<file path="src/rtl/trap_sequencer.sv">
// Machine-mode trap entry / MRET sequencer. It drives the CSR file's single access
// port one access per cycle and hands the resulting redirect PC to fetch.
module trap_sequencer #(
   parameter int MXLEN  = 64,
   parameter int CODE_W = 6
) (
   input  logic              clock_i,
   input  logic              reset_ni,
   input  logic              exception_valid_i,
   input  logic [CODE_W-1:0] exception_code_i,
   input  logic [MXLEN-1:0]  exception_pc_i,
   input  logic [MXLEN-1:0]  exception_tval_i,
   input  logic              interrupt_valid_i,
   input  logic [CODE_W-1:0] interrupt_code_i,
   input  logic [MXLEN-1:0]  interrupt_pc_i,
   input  logic              mret_valid_i,
   output logic              ready_o,
   output logic              busy_o,
   output logic [11:0]       csr_address_o,
   output logic [1:0]        csr_command_o,
   output logic [MXLEN-1:0]  csr_write_data_o,
   input  logic [MXLEN-1:0]  csr_read_data_i,
   input  logic              csr_read_data_valid_i,
   output logic              redirect_valid_o,
   output logic [MXLEN-1:0]  redirect_pc_o
);

   localparam logic [1:0]  CMD_NONE  = 2'd0;
   localparam logic [1:0]  CMD_READ  = 2'd1;
   localparam logic [1:0]  CMD_WRITE = 2'd2;
   localparam logic [11:0] A_MSTATUS = 12'h300;
   localparam logic [11:0] A_MTVEC   = 12'h305;
   localparam logic [11:0] A_MEPC    = 12'h341;
   localparam logic [11:0] A_MCAUSE  = 12'h342;
   localparam logic [11:0] A_MTVAL   = 12'h343;
   localparam logic [MXLEN-1:0] ALIGN_MASK = ~MXLEN'(3);

   typedef enum logic [3:0] {
      IDLE, RD_MSTATUS, WR_MEPC, WR_MCAUSE, WR_MTVAL, WR_MSTATUS, RD_MTVEC,
      REDIRECT, M_RD_MSTATUS, M_WR_MSTATUS, M_RD_MEPC
   } state_e;

   state_e              state_q;
   logic                ready_q, is_irq_q, redirect_valid_q;
   logic [MXLEN-1:0]    pc_q, tval_q, mstatus_q, csr_write_data_q, redirect_pc_q;
   logic [CODE_W-1:0]   code_q;
   logic [11:0]         csr_address_q;
   logic [1:0]          csr_command_q;

   logic [MXLEN-1:0]    trap_mstatus_d, mret_mstatus_d, mcause_d, vec_base_d, trap_target_d;

   always_comb begin
      trap_mstatus_d         = mstatus_q;
      trap_mstatus_d[7]      = mstatus_q[3];
      trap_mstatus_d[3]      = 1'b0;
      trap_mstatus_d[12:11]  = 2'b11;
      mret_mstatus_d         = csr_read_data_i;
      mret_mstatus_d[3]      = csr_read_data_i[7];
      mret_mstatus_d[7]      = 1'b1;
      mret_mstatus_d[12:11]  = 2'b11;
      mcause_d               = {is_irq_q, (MXLEN-1)'(code_q)};
      vec_base_d             = csr_read_data_i & ALIGN_MASK;
      // Vectored mode only offsets interrupts; exceptions always land on the base.
      if (csr_read_data_i[1:0] == 2'b01 && is_irq_q)
         trap_target_d = vec_base_d + (MXLEN'(code_q) << 2);
      else
         trap_target_d = vec_base_d;
   end

   always_ff @(posedge clock_i or negedge reset_ni) begin
      if (!reset_ni) begin
         state_q          <= IDLE;
         ready_q          <= 1'b1;
         is_irq_q         <= 1'b0;
         redirect_valid_q <= 1'b0;
         pc_q             <= '0;
         tval_q           <= '0;
         mstatus_q        <= '0;
         code_q           <= '0;
         csr_address_q    <= '0;
         csr_command_q    <= CMD_NONE;
         csr_write_data_q <= '0;
         redirect_pc_q    <= '0;
      end else begin
         redirect_valid_q <= 1'b0;
         case (state_q)
            IDLE: begin
               csr_command_q    <= CMD_NONE;
               csr_address_q    <= '0;
               csr_write_data_q <= '0;
               if (exception_valid_i || interrupt_valid_i) begin
                  pc_q          <= exception_valid_i ? exception_pc_i : interrupt_pc_i;
                  code_q        <= exception_valid_i ? exception_code_i : interrupt_code_i;
                  tval_q        <= exception_valid_i ? exception_tval_i : '0;
                  is_irq_q      <= !exception_valid_i;
                  state_q       <= RD_MSTATUS;
                  ready_q       <= 1'b0;
                  csr_command_q <= CMD_READ;
                  csr_address_q <= A_MSTATUS;
               end else if (mret_valid_i) begin
                  state_q       <= M_RD_MSTATUS;
                  ready_q       <= 1'b0;
                  csr_command_q <= CMD_READ;
                  csr_address_q <= A_MSTATUS;
               end
            end
            RD_MSTATUS: if (csr_read_data_valid_i) begin
               mstatus_q        <= csr_read_data_i;
               state_q          <= WR_MEPC;
               csr_command_q    <= CMD_WRITE;
               csr_address_q    <= A_MEPC;
               csr_write_data_q <= pc_q & ALIGN_MASK;
            end
            WR_MEPC: begin
               state_q          <= WR_MCAUSE;
               csr_address_q    <= A_MCAUSE;
               csr_write_data_q <= mcause_d;
            end
            WR_MCAUSE: begin
               state_q          <= WR_MTVAL;
               csr_address_q    <= A_MTVAL;
               csr_write_data_q <= tval_q;
            end
            WR_MTVAL: begin
               state_q          <= WR_MSTATUS;
               csr_address_q    <= A_MSTATUS;
               csr_write_data_q <= trap_mstatus_d;
            end
            WR_MSTATUS: begin
               state_q          <= RD_MTVEC;
               csr_command_q    <= CMD_READ;
               csr_address_q    <= A_MTVEC;
               csr_write_data_q <= '0;
            end
            RD_MTVEC: if (csr_read_data_valid_i) begin
               state_q          <= REDIRECT;
               csr_command_q    <= CMD_NONE;
               csr_address_q    <= '0;
               redirect_valid_q <= 1'b1;
               redirect_pc_q    <= trap_target_d;
            end
            M_RD_MSTATUS: if (csr_read_data_valid_i) begin
               state_q          <= M_WR_MSTATUS;
               csr_command_q    <= CMD_WRITE;
               csr_write_data_q <= mret_mstatus_d;
            end
            M_WR_MSTATUS: begin
               state_q          <= M_RD_MEPC;
               csr_command_q    <= CMD_READ;
               csr_address_q    <= A_MEPC;
               csr_write_data_q <= '0;
            end
            M_RD_MEPC: if (csr_read_data_valid_i) begin
               state_q          <= REDIRECT;
               csr_command_q    <= CMD_NONE;
               csr_address_q    <= '0;
               redirect_valid_q <= 1'b1;
               redirect_pc_q    <= csr_read_data_i & ALIGN_MASK;
            end
            default: begin
               state_q          <= IDLE;
               ready_q          <= 1'b1;
               csr_command_q    <= CMD_NONE;
               csr_address_q    <= '0;
               csr_write_data_q <= '0;
            end
         endcase
      end
   end

   assign ready_o          = ready_q;
   assign busy_o           = !ready_q;
   assign csr_address_o    = csr_address_q;
   assign csr_command_o    = csr_command_q;
   assign csr_write_data_o = csr_write_data_q;
   assign redirect_valid_o = redirect_valid_q;
   assign redirect_pc_o    = redirect_pc_q;

endmodule

</file>
<file path="config.mk">
export PLATFORM = sky130hd
export DESIGN_NAME = trap_sequencer
export DESIGN_NICKNAME = d
export VERILOG_FILES = /design/src/rtl/trap_sequencer.sv
export SDC_FILE = /design/constraint.sdc
export NUM_CORES = 1
export LEC_CHECK = 0
export ABC_AREA = 0
export CORE_MARGIN = 4
export CORE_UTILIZATION = 35
export CTS_BUF_LIST = sky130_fd_sc_hd__clkbuf_16
export CTS_CLUSTER_DIAMETER = 100
export CTS_CLUSTER_SIZE = 16
export DETAILED_ROUTE_END_ITERATION = 7
export SYNTH_ARGS = -nofsm -noshare
export SYNTH_HDL_FRONTEND = slang
export SYNTH_SLANG_ARGS = --single-unit
</file>
<file path="constraint.sdc">
create_clock -name clock_i -period 2.8 [get_ports clock_i]
set_input_delay 0.7 -clock clock_i [delete_from_list [all_inputs] [get_ports clock_i]]
set_output_delay 0.7 -clock clock_i [all_outputs]
set_load 0.005 [all_outputs]
</file>
Yosys cells after proc, flatten, opt, wreduce, memory -nomap -nowiden
Cells that the tools add are included.
{"block": "word_totals", "ff_bits": 347}
{"block": "op_classes", "addsub": 1, "n_eq_ne": 17, "n_mux": 31, "n_bitwise": 4, "n_reduce_logical": 19}
{"operator": "$mux 64", "n": 7}
{"operator": "$pmux 64 s6", "n": 1}
{"operator": "$pmux 64 s2", "n": 1}
{"operator": "$pmux 12 s9", "n": 1}
{"operator": "$add 64x8->64", "n": 1}
{"operator": "$pmux 4 s9", "n": 1}
{"operator": "$mux 12", "n": 2}
{"operator": "$mux 10", "n": 2}
{"operator": "$mux 4", "n": 5}
{"operator": "$eq 4x3->1 const B", "n": 3}
{"operator": "$eq 4x4->1 const B", "n": 3}
{"operator": "$reduce_and 3->1", "n": 4}
{"operator": "$pmux 2 s5", "n": 1}
{"operator": "$reduce_or 9->1", "n": 1}
{"operator": "$eq 4x2->1 const B", "n": 2}
{"operator": "$ne 2x2->1 const B", "n": 4}
{"operator": "$mux 1", "n": 6}
{"operator": "$mux 6", "n": 1}
{"operator": "$reduce_and 2->1", "n": 3}
{"operator": "$reduce_or 2->1", "n": 3}
{"operator": "$eq 4x1->1 const B", "n": 1}
{"operator": "$logic_not 4->1", "n": 1}
{"operator": "$mux 2", "n": 2}
{"operator": "$ne 2x1->1 const B", "n": 2}
{"operator": "other kinds (10)", "n": 14}

Logic depth before layout (Yosys ltp)
Gate-level depths: netlist of run 1.
{"block": "logic_depth", "ltp_word": 5, "mapped_depth": 9, "mapped_depth_nobuf": 8}

Worst setup path before layout of run 1
Ideal clock, no wire load.
{"block": "synth_timing", "kind": "input to register", "from": "input csr_read_data_i[2]", "to": "register redirect_pc_q[56] (netlist: redirect_pc_o[56])", "t_arrival_ns": 2.585, "required_time_ns": 2.717, "path_slack_ns": 0.133, "stages": 8, "path_buffers": 0, "path_cell_list": "ha_1 fa_1 a21o_1 and3_1 o2111ai_1 nor4_1 xnor2_1 o21ai_0"}
{"block": "synth_via", "elab_chain_len": 4}
{"element": "start: declaration", "line": "22", "source": "input logic [MXLEN-1:0] csr_read_data_i,"}
{"element": "$add 64x8->64", "line": "65", "source": "trap_target_d = vec_base_d + (MXLEN'(code_q) << 2);"}
{"element": "$mux 64", "line": "64", "source": "if (csr_read_data_i[1:0] == 2'b01 && is_irq_q)"}
{"element": "$mux 64", "line": "135", "source": "RD_MTVEC: if (csr_read_data_valid_i) begin"}
{"element": "$pmux 64 s2", "line": "86", "source": "case (state_q)"}
{"element": "end signal: assignment", "line": "140", "source": "redirect_pc_q <= trap_target_d;"}
{"element": "end signal: assignment", "line": "158", "source": "redirect_pc_q <= csr_read_data_i & ALIGN_MASK;"}
{"element": "end: declaration", "line": "45", "source": "logic [MXLEN-1:0] pc_q, tval_q, mstatus_q, csr_write_data_q, redirect_pc_q;"}
Every way passes these cells. The select of a mux whose other input is x is not followed.
A chain may end at the register's enable or synchronous reset.

Worst setup path in the final report of run 1
{"block": "layout_timing", "from": "input csr_read_data_i[6]", "to": "register redirect_pc_q[63] (netlist: redirect_pc_o[63])"}
Same word-level chain as after synthesis.

==> metrics list, run 1 <==
- Initial antenna violation count: 2
* Clock root buffer master: sky130_fd_sc_hd__clkbuf_16
- After detailed routing, the average wire length per cell comes to 21.4 um.
* Final Util: 0.504
- Fraction of layout cells with a size suffix above 1: 0.135
- Run status: finished, final reports clean
- Grt ovf: 0
- At the worst endpoint, the arrival time is 3110 ps.
- Gate count after technology mapping: 1512
* Count of state elements after synthesis: 333
- Total iterations of the first detailed-routing run: 5
- Starting density of the core: 0.355
- Total standard cell area after synthesis: 0.0158 mm2
* Total area of multi-input combinational cells: 0.00698 mm2
- Across the VDD grid, the largest voltage drop is 0.000523 V.
- The worst register-to-register path has a depth of 9.
- Hold is met by 61.6 ps.
- Compared with the post-synthesis result, the final layout area differs by 41.9%.
- Core Footprint: 0.0443 mm2
- Port Buffers: 406
* Sinks on the clock net: 333
- TritonCTS built the clock tree.
- In the routed layout, each cell is associated on average with a via count of 5.38.
* Async set-or-reset flop fraction in the synthesized netlist: 1.00
* Pre-CTS WS: -600 ps
* Power density over the cells: 912 mW/mm2
- Along the worst path, the maximum fanout reaches 5.
* Final Hold Vio Count: 0
- STA puts the critical path data required time at 3230 ps.
- Leaving out fill and tap cells, the most frequent cells in the layout are sky130_fd_sc_hd__clkdlybuf4s50_1 (403), sky130_fd_sc_hd__dfrtp_1 (332), sky130_fd_sc_hd__nand2_1 (227), sky130_fd_sc_hd__o21ai_0 (206), sky130_fd_sc_hd__buf_4 (139).
* CTS Hold Buffers Added: 0
* Number of buffers created by CTS: 24
- Detailed router's first-iteration violation count: 977
- RSZ-0062 raised after global routing: no
* Tightest Pin Transition: 538 ps
- Counting I/O delays and the setup requirement, the final critical path takes 2690 ps.
- Among all flip-flop cells after synthesis, the most frequent one is sky130_fd_sc_hd__dfrtp_1.
- Clock skew on the completed layout was measured at 9.72 ps.
- Clock transition time at the flip-flop clock pins of the worst setup and hold paths: 80 ps
* Combined flip-flop and latch cell area: 0.00833 mm2
- Die Height: 220 um
- For this run, the number of Yosys warnings is 0.
- Count of filler cells inserted in the layout: 4093
- Final period util: 0.959
- The design draws 20.4 mW.
- Final routed wirelength across all metal layers: 55400 um
- Number of buffers inserted by post-CTS setup repair: 0
- Row count: 77
- Number of flops mapped to enable cells by yosys: 0
- Total number of vias: 13900
- Measured along the x axis, the die boundary spans 220 um.
- Max-slew headroom at the worst pin: 0.631
- Category of the most critical setup path: input pin to register
- Distinct cell type count of the synthesized netlist: 63
* Type of the most critical hold path: input pin to asynchronous set/reset pin
* Buffer depth of the longest clock path: 3
* Final antenna-violating net count: 0
* Htree depth: 1
* Total number of nets in the final design: 2268
* I/O pin cnt: 419
- Number of max-cap violations: 0
- The first global-routing pass estimated 84000 um of wire.
- Final weighted congestion in routability-driven placement: 0.867
- Once placement completed, the tool counted placed cells totaling 2553.
- Total Die Area: 0.0485 mm2
- Derived from the worst setup path, the maximum achievable clock frequency is 0.372 GHz.
- Setup violations remaining at the end of the flow were counted as 0.
- The average instance in the mapped netlist occupies 10.4 um2.
* Total track usage: 0.221
- Via count of the first global-routing pass: 13800
* Most common cell after layout, fill and taps aside: sky130_fd_sc_hd__clkdlybuf4s50_1
- The share of the Yosys chip area taken by registers is 0.529.
* Worst setup slack after layout: 114 ps
* Fin. max-slew vios: 0
- Once detailed placement completed, the half-perimeter wirelength came to 41300 um.
- Nature of the critical path endpoint: register
- At the later pin of the worst-skew pair, clock insertion delay measures 550 ps.
- After detailed routing, the number of remaining DRC violations is 0.
- Leakage power: 9.63 nW
- STA classifies the critical path startpoint as an input pin.
- Largest net degree at the start of global routing: 124
- Non-Filler Instances: 2589
stage by stage:
step / cell area (um2) / setup TNS, ps
4_1_cts: 22300 / 0
3_3_place_gp: 21700 / -24450
5_1_grt: 22400 / 0
6_report: 22400 / 0
2_1_floorplan: 15800 / 0
3_5_place_dp: 21700 / -25190
power by group:
part	internal, mW	switching (mW)
sequential	7.04	1.40
combinational	4.43	4.22
clock	1.59	1.70
total	13.1	7.32
sequential cells by signal, indices dropped and copies added (netlist names):
register and count:
csr_write_data_o 64, tval_q 64, pc_q 62, redirect_pc_o 62, mstatus_q 61, code_q 6, csr_address_o 5, state_q 4
csr_command_o 2, is_irq_q 1, ready_o 1, redirect_valid_o 1
synthesized netlist by cell type (4+ instances only):
master                     number  area share
sky130_fd_sc_hd__buf_4          9      0.0043
sky130_fd_sc_hd__xor2_1        21       0.012
sky130_fd_sc_hd__xnor2_1       38       0.021
sky130_fd_sc_hd__dfrtp_1      332        0.53
sky130_fd_sc_hd__a221oi_1      58       0.032
sky130_fd_sc_hd__mux2i_1       76       0.048
sky130_fd_sc_hd__a222oi_1       4      0.0025
sky130_fd_sc_hd__nor4_1        10      0.0040
sky130_fd_sc_hd__mux2_2        52       0.037
sky130_fd_sc_hd__and3_1        13      0.0052
sky130_fd_sc_hd__inv_1         15      0.0036
sky130_fd_sc_hd__clkbuf_1     102       0.024
sky130_fd_sc_hd__nand2b_1       4      0.0016
sky130_fd_sc_hd__nand3_1       26      0.0083
sky130_fd_sc_hd__nor3_1        19      0.0060
sky130_fd_sc_hd__and4_1         4      0.0022
sky130_fd_sc_hd__a22o_1       122       0.068
sky130_fd_sc_hd__ha_1           6      0.0048
sky130_fd_sc_hd__nor2b_1        4      0.0016
sky130_fd_sc_hd__a21o_1         8      0.0038
sky130_fd_sc_hd__a21oi_1       31      0.0098
sky130_fd_sc_hd__nor2_1        32      0.0076
sky130_fd_sc_hd__nand4_1       16      0.0064
sky130_fd_sc_hd__a22oi_1        4      0.0019
sky130_fd_sc_hd__buf_1         14      0.0033
sky130_fd_sc_hd__nand2_1      228       0.054
sky130_fd_sc_hd__o21ai_0      206       0.065
kinds of logic after synthesis:
logic type | Yosys count | share of synthesized area
AOI/OAI and AO/OA | 466 | 0.200
adders and majority gates | 7 | 0.00604
muxes | 128 | 0.0855
and+or+nand+nor | 377 | 0.110
xor gates and xnor gates | 59 | 0.0328
DFF | 333 | 0.529
other | 1 | 0.000238
buffers and inverters | 141 | 0.0358
path summary, 6_finish.rpt:
check / from / to / slack [ps]
worst min register to register: csr_write_data_o[4]$_DFFE_PN0P_ / csr_write_data_o[4]$_DFFE_PN0P_ / 480
worst max register to register: code_q[0]$_DFFE_PN0P_ / redirect_pc_o[32]$_DFFE_PN0P_ / 350
worst max-delay path: csr_read_data_i[6] / redirect_pc_o[63]$_DFFE_PN0P_ / 110
max in group asynchronous: reset_ni / mstatus_q[48]$_DFFE_PN0P_ / 1870
min in group clock_i: csr_write_data_o[4]$_DFFE_PN0P_ / csr_write_data_o[4]$_DFFE_PN0P_ / 480
worst min-delay path: reset_ni / pc_q[19]$_DFFE_PN0P_ / 60
worst max-delay path, cell delays in order:
cell	delay, ps
sky130_fd_sc_hd__clkdlybuf4s50_1	510
sky130_fd_sc_hd__ha_1	340
sky130_fd_sc_hd__and2_1	170
sky130_fd_sc_hd__buf_4	140
sky130_fd_sc_hd__nand3_1	120
sky130_fd_sc_hd__a2111o_1	460
sky130_fd_sc_hd__buf_4	210
sky130_fd_sc_hd__nor4_4	230
sky130_fd_sc_hd__xnor2_1	160
sky130_fd_sc_hd__o21ai_2	60
what timing repair did:
item / 4_1_cts / 5_1_grt
endpoints found under the setup margin: 3 / 6
pin swaps: 0 / 1
resized for setup: 1 / 4
final cells by class:
cell class	instances	share of cell area
tap	592	0.0331
sequential	333	0.373
multi-input combinational	1045	0.312
inverter	15	0.00252
clock buffer	25	0.0280
timing repair buffer	568	0.249
clock inverter	10	0.00174
antenna	1	0.000112
metal layers:
metal / global-route usage / share of wire
met1: 0.304 / 0.43
met4: 0.0645 / 0.030
met3: 0.0455 / 0.068
met2: 0.355 / 0.47
met5: 0 / 0.00022
Power figures use the tool's default switching activity.
==> run 2, diff against run 1 <==
clock period = 3.2 ns   (was 2.8 ns; I/O delays follow)
==> metrics list, run 2 (synthesis results as in run 1) <==
* Startpoint of the most critical register-to-register path: state_q[1]$_DFFE_PN0P_
- Commonest non-fill, non-tap cells in the layout: sky130_fd_sc_hd__clkdlybuf4s50_1 (404), sky130_fd_sc_hd__dfrtp_1 (332), sky130_fd_sc_hd__nand2_1 (227), sky130_fd_sc_hd__o21ai_0 (206), sky130_fd_sc_hd__a22o_1 (122)
- For this run, design rule violations remaining after detail routing come to 0.
- CTS tree: done
- At the end of routability-driven placement, the weighted congestion stood at 0.839.
* Final Hold Vio Count: 0
- The run finished with clean final reports.
- Max-cap violations in this run came to 0.
- For the worst setup path, the data arrival time is 3270 ps.
* Category of the most critical setup path: input pin to register
- X dimension of the die: 220 um
* Final routed wirelength across all metal layers: 54700 um
* Via count of the first global-routing pass: 13900
- Total iterations of the first detailed-routing run: 5
- The tightest min-delay check is of the input pin to asynchronous set/reset pin type.
* Most common cell after layout, fill and taps aside: sky130_fd_sc_hd__clkdlybuf4s50_1
* Register-to-register setup slack: 670 ps
- STA classifies the critical path startpoint as an input pin.
* Final Instance Area: 0.0219 mm2
- CP required: 3600 ps
* Clock Skew: 22.4 ps
- The sequential cells in the finished layout cover a total of 0.00833 mm2.
- The signal on the critical path passes through clkdlybuf4s50_1 > ha_1 > and2_1 > a221oi_2 > a2111o_1 > buf_4 > nor4_2 > xnor2_1 > o21ai_2.
* Via density per instance: 5.36
- Clock tree synthesis inserted a total of 24 buffers.
* Initial antenna violation count: 2
* RSZ-0062 raised after global routing: no
* Sw frac: 0.360
* Total number of nets in the final design: 2225
* Grt ovf: 0
- Worst-Skew Late Latency: 540 ps
- Row count: 77
- Sequential group share of total power: 0.420
- The detail route stage leaves a number of antenna-violating nets equal to 0.
- Total number of vias: 13600
- In this run the worst path has a maximum fanout of 5.
- Final setup viols: 0
- Cell internal power was estimated by the tool at 11.2 mW.
- Nature of the critical path endpoint: register
* I/O pin cnt: 419
- On the worst path, the slowest cell contributes a delay of 570 ps.
- Power density over the cells: 801 mW/mm2
* Tightest Pin Transition: 913 ps
* Port Buffers: 406
- Buffers added to address setup during post-CTS repair amount to 0.
- Once placement finished, the instance area stood at 0.0212 mm2.
- For the finished layout, the period the worst path requires is 2870 ps.
- For this design the total switching power over the nets is 6.32 mW.
* Synthesis-to-finish area growth: 39.1%
- Of the total power, the clock network draws 0.163.
* Clock transition time at the flip-flop clock pins of the worst setup and hold paths: 70 ps
- Buffers inserted to repair hold after CTS numbered 0.
- Fraction of layout cells with a size suffix above 1: 0.115
- Entering global routing, the biggest net connects 124 pins.
- The number of gates resized after CTS was 0.
- The initial utilization of the core area, before any placement, comes to 0.355.
- Of the total power, combinational logic draws 0.416.
- After detailed routing, the average wire length per cell comes to 21.5 um.
- Leakage power: 9.39 nW
* Htree depth: 1
- Die Height: 220 um
- In the finished design, the share of the clock period the worst path needs comes to 0.896.
- The most critical setup path has its startpoint at csr_read_data_i[6].
- Count of antenna diodes in the layout: 0
- The total area inside the core boundary comes to 0.0443 mm2.
- Detailed placement ended at an HPWL of 40300 um.
- Buffer depth of the longest clock path: 3
* Max-slew headroom at the worst pin: 0.387
* Upper clock frequency limit: 0.349 GHz
- The number of pins exceeding their max-slew limit in the final report was 0.
- The clock net in this run drives a total of 333 sinks.
* Total area of multi-input combinational cells: 0.00696 mm2
- Worst IR Drop VDD: 0.000515 V
- For this block, the initial DRC count from the detailed router was 894.
- The floorplan step defined a die boundary enclosing 0.0485 mm2.
- Total track usage: 0.219
* Wire length of the first global-routing pass: 83100 um
* Clock root buffer master: sky130_fd_sc_hd__clkbuf_16
- Critical Path Slowest Stage Cell: sky130_fd_sc_hd__a221oi_2
- Fill cells in the final layout number 4093.
- Final Util: 0.495
[run 2: through the flow]
stage	setup TNS (ps)	hold slack, ps	setup slack, ps	instances	power [mW]
detailed placement	-18550	467	-539	2510	14.8
finish	0	178	333	2545	17.6
global placement	-14540	463	-488	2510	14.6
global route	0	177	181	2545	18.7
floorplan	0	449	433	1519	10.8
CTS	0	171	28.3	2545	17.7
[run 2: metal layers]
metal,wire length (um),GRT usage,up-vias
met4,1630,0.0676,2
met5,13,0,-
li1,-,-,6359
met3,3590,0.0400,73
met2,25900,0.358,466
met1,23600,0.297,6747
[run 2: area by class of cell]
cell class,count,area share
Inverter,15,0.00257
Multi-Input combinational cell,1045,0.318
Clock buffer,25,0.0285
Clock inverter,10,0.00177
Timing Repair Buffer,525,0.235
Tap cell,592,0.0338
Sequential cell,333,0.380
[run 2: power groups by stage]
stage	sequential (mW)	clock (mW)	combinational, mW
floorplan	7.11	0	3.70
global placement	7.36	0	7.19
detailed placement	7.43	0	7.34
CTS	7.36	2.95	7.37
global route	7.59	3.11	8.02
finish	7.37	2.87	7.31
[run 2: path summary, 6_finish.rpt]
| kind | to | cells after the start |
|---|---|---|
| worst max register to register | csr_write_data_o[40]$_DFFE_PN0P_ | 7 |
| min in group clock_i | csr_write_data_o[5]$_DFFE_PN0P_ | 1 |
| worst max-delay path | redirect_pc_o[59]$_DFFE_PN0P_ | 9 |
| max in group asynchronous | pc_q[60]$_DFFE_PN0P_ | 3 |
| worst min-delay path | pc_q[20]$_DFFE_PN0P_ | 1 |
| worst min register to register | csr_write_data_o[5]$_DFFE_PN0P_ | 1 |
[run 2: worst max-delay path: cells and delay by family]
family                   cells  cell delay, ps
XOR/XNOR                     1             190
adder cells (fa/ha/maj)      1             350
AND/OR/NAND/NOR              2             260
buffers and inverters        2             710
AO/OA/AOI/OAI                3             950
==> run 3, diff against run 2 <==
clock period = 3.1 ns   (was 3.2 ns; I/O delays follow)
==> metrics list, run 3 (synthesis results as in run 1) <==
- Run status: finished, final reports clean
- Largest fanout on the critical path: 4
- At the later pin of the worst-skew pair, clock insertion delay measures 540 ps.
- Dividing the detail-routed wire length by the instance count gives 21.2 um.
- Pre-CTS WS: -563 ps
- Final routed wirelength across all metal layers: 54100 um
- CTS Hold Buffers Added: 0
- Once detail routing completed, the nets flagged for antenna violations numbered 0.
- Measured along the x axis, the die boundary spans 220 um.
- The number of pins exceeding their max-slew limit in the final report is 0.
* Synthesis-to-finish area growth: 39.2%
- Commonest non-fill, non-tap cells in the layout: sky130_fd_sc_hd__clkdlybuf4s50_1 (404), sky130_fd_sc_hd__dfrtp_1 (332), sky130_fd_sc_hd__nand2_1 (227), sky130_fd_sc_hd__o21ai_0 (206), sky130_fd_sc_hd__a22o_1 (122)
* Final Hold Vio Count: 0
- Total iterations of the first detailed-routing run: 5
* Worst setup slack after layout: 272 ps
- DP HPWL: 39900 um
- I/O pin cnt: 419
- Grt ovf: 0
- Via density per instance: 5.33
- Starting density of the core: 0.355
- Number of max-cap violations: 0
- The congestion estimate from routability-driven global placement came to 0.847.
* Number of buffers created by CTS: 24
- The internal power of the cells totals 11.6 mW.
- Sinks on the clock net: 333
* Most common cell after layout, fill and taps aside: sky130_fd_sc_hd__clkdlybuf4s50_1
- The total area inside the core boundary comes to 0.0443 mm2.
* Via count of the first global-routing pass: 13800
- Combinational share of power: 0.416
- Final min period: 2830 ps
- Final Util: 0.495
- In the routed design, unresolved DRC markers number 0.
- Number of buffers inserted by post-CTS setup repair: 0
* RSZ-0062 raised after global routing: no
- The routed layout has 13600 vias.
- The layout has 4108 filler cells.
- TritonCTS built the clock tree.
* Sw frac: 0.358
- In this run the core area contains 77 standard-cell rows.
- Setup violations remaining at the end of the flow were counted as 0.
* Initial antenna violation count: 2
- Data on the critical path arrives at its endpoint at 3240 ps.
- Upper clock frequency limit: 0.354 GHz
* Fraction of layout cells with a size suffix above 1: 0.115
- The share of total power dissipated in the clock network is 0.163.
* Max-slew headroom at the worst pin: 0.586
- Category of the most critical setup path: input pin to register
* CP required: 3510 ps
- Die Height: 220 um
- After the first detailed-routing iteration, the DRC count stood at 1114.
- The tightest min-delay check is of the input pin to asynchronous set/reset pin type.
- Power density over the cells: 823 mW/mm2
- IR analysis of the VDD net gives a maximum drop of 0.000481 V.
- Tightest Pin Transition: 621 ps
- Total track usage: 0.217
* Clock transition time at the flip-flop clock pins of the worst setup and hold paths: 70 ps
* Reg2Reg Depth: 8
- The number of gates resized after CTS was 0.
* Setup crit start kind: input pin
- Leakage power: 9.39 nW
- The worst setup path is captured at a register.
- Total number of nets in the final design: 2225
* Sequential group share of total power: 0.420
* Port Buffers: 406
- The die covers 0.0485 mm2.
* Largest net degree at the start of global routing: 124
- Dividing the final minimum period by the clock period gives 0.912.
- Wire length of the first global-routing pass: 82300 um
* Switching power of the nets: 6.47 mW
* Clock root buffer master: sky130_fd_sc_hd__clkbuf_16
* Htree depth: 1
- Buffer depth of the longest clock path: 3
* Clock Skew: 8.33 ps
run 3: cell count changes in the layout (fill, tap and decap cells not counted):
cell	change
sky130_fd_sc_hd__buf_12	+1
sky130_fd_sc_hd__buf_4	-1
sky130_fd_sc_hd__diode_2	+1
run 3: final cells by class:
cell class	count	area, um2	area share
Multi-Input combinational cell	1045	6960	0.317
Clock inverter	10	38.8	0.00177
Sequential cell	333	8330	0.380
Clock buffer	25	626	0.0285
Inverter	15	56.3	0.00257
Tap cell	592	741	0.0338
Timing Repair Buffer	525	5170	0.236
Antenna cell	1	2.50	0.000114
run 3: critical path, stage by stage:
cell	delay, ps
sky130_fd_sc_hd__clkdlybuf4s50_1	600
sky130_fd_sc_hd__ha_1	250
sky130_fd_sc_hd__fa_1	210
sky130_fd_sc_hd__a21o_1	160
sky130_fd_sc_hd__nand3_1	160
sky130_fd_sc_hd__a2111o_1	500
sky130_fd_sc_hd__or3_1	360
sky130_fd_sc_hd__xnor2_1	140
sky130_fd_sc_hd__o21ai_0	80
run 3: metrics by stage:
stage / hold slack, ps / power, mW / area, um2 / cells / setup TNS [ps]
after detailed placement: 469 / 15.2 / 21300 / 2510 / -20420
after CTS: 114 / 18.2 / 21900 / 2545 / 0
after global routing: 119 / 19.3 / 21900 / 2546 / 0
final: 127 / 18.1 / 21900 / 2546 / 0
after floorplan: 449 / 11.2 / 15800 / 1519 / 0
after global placement: 462 / 15.0 / 21300 / 2510 / -18720
run 3: power by group through the flow:
stage	sequential, mW	clock (mW)	combinational [mW]
finish	7.59	2.95	7.52
global route	7.81	3.20	8.27
CTS	7.58	3.04	7.60
detailed placement	7.65	0	7.57
global placement	7.60	0	7.42
floorplan	7.34	0	3.82
run 3: final timing paths:
check                                                  from                          endpoint  slack [ps]
max                                      csr_read_data_i[2]     redirect_pc_o[20]$_DFFE_PN0P_         270
min                                                reset_ni              pc_q[30]$_DFFE_PN0P_         130
max reg2reg                           code_q[4]$_DFFE_PN0P_     redirect_pc_o[47]$_DFFE_PN0P_         630
min reg2reg                csr_write_data_o[60]$_DFFE_PN0P_  csr_write_data_o[60]$_DFFE_PN0P_         480
max in group asynchronous                          reset_ni  csr_write_data_o[52]$_DFFE_PN0P_        2050
min in group clock_i       csr_write_data_o[60]$_DFFE_PN0P_  csr_write_data_o[60]$_DFFE_PN0P_         480
run 3: metal layers:
layer,wire length (um),vias up,GRT usage,share of wire
met4,1660,0,0.0636,0.031
met1,23100,6660,0.295,0.43
li1,-,6358,-,-
met3,3760,78,0.0471,0.070
met5,0,-,0,0
met2,25500,462,0.351,0.47
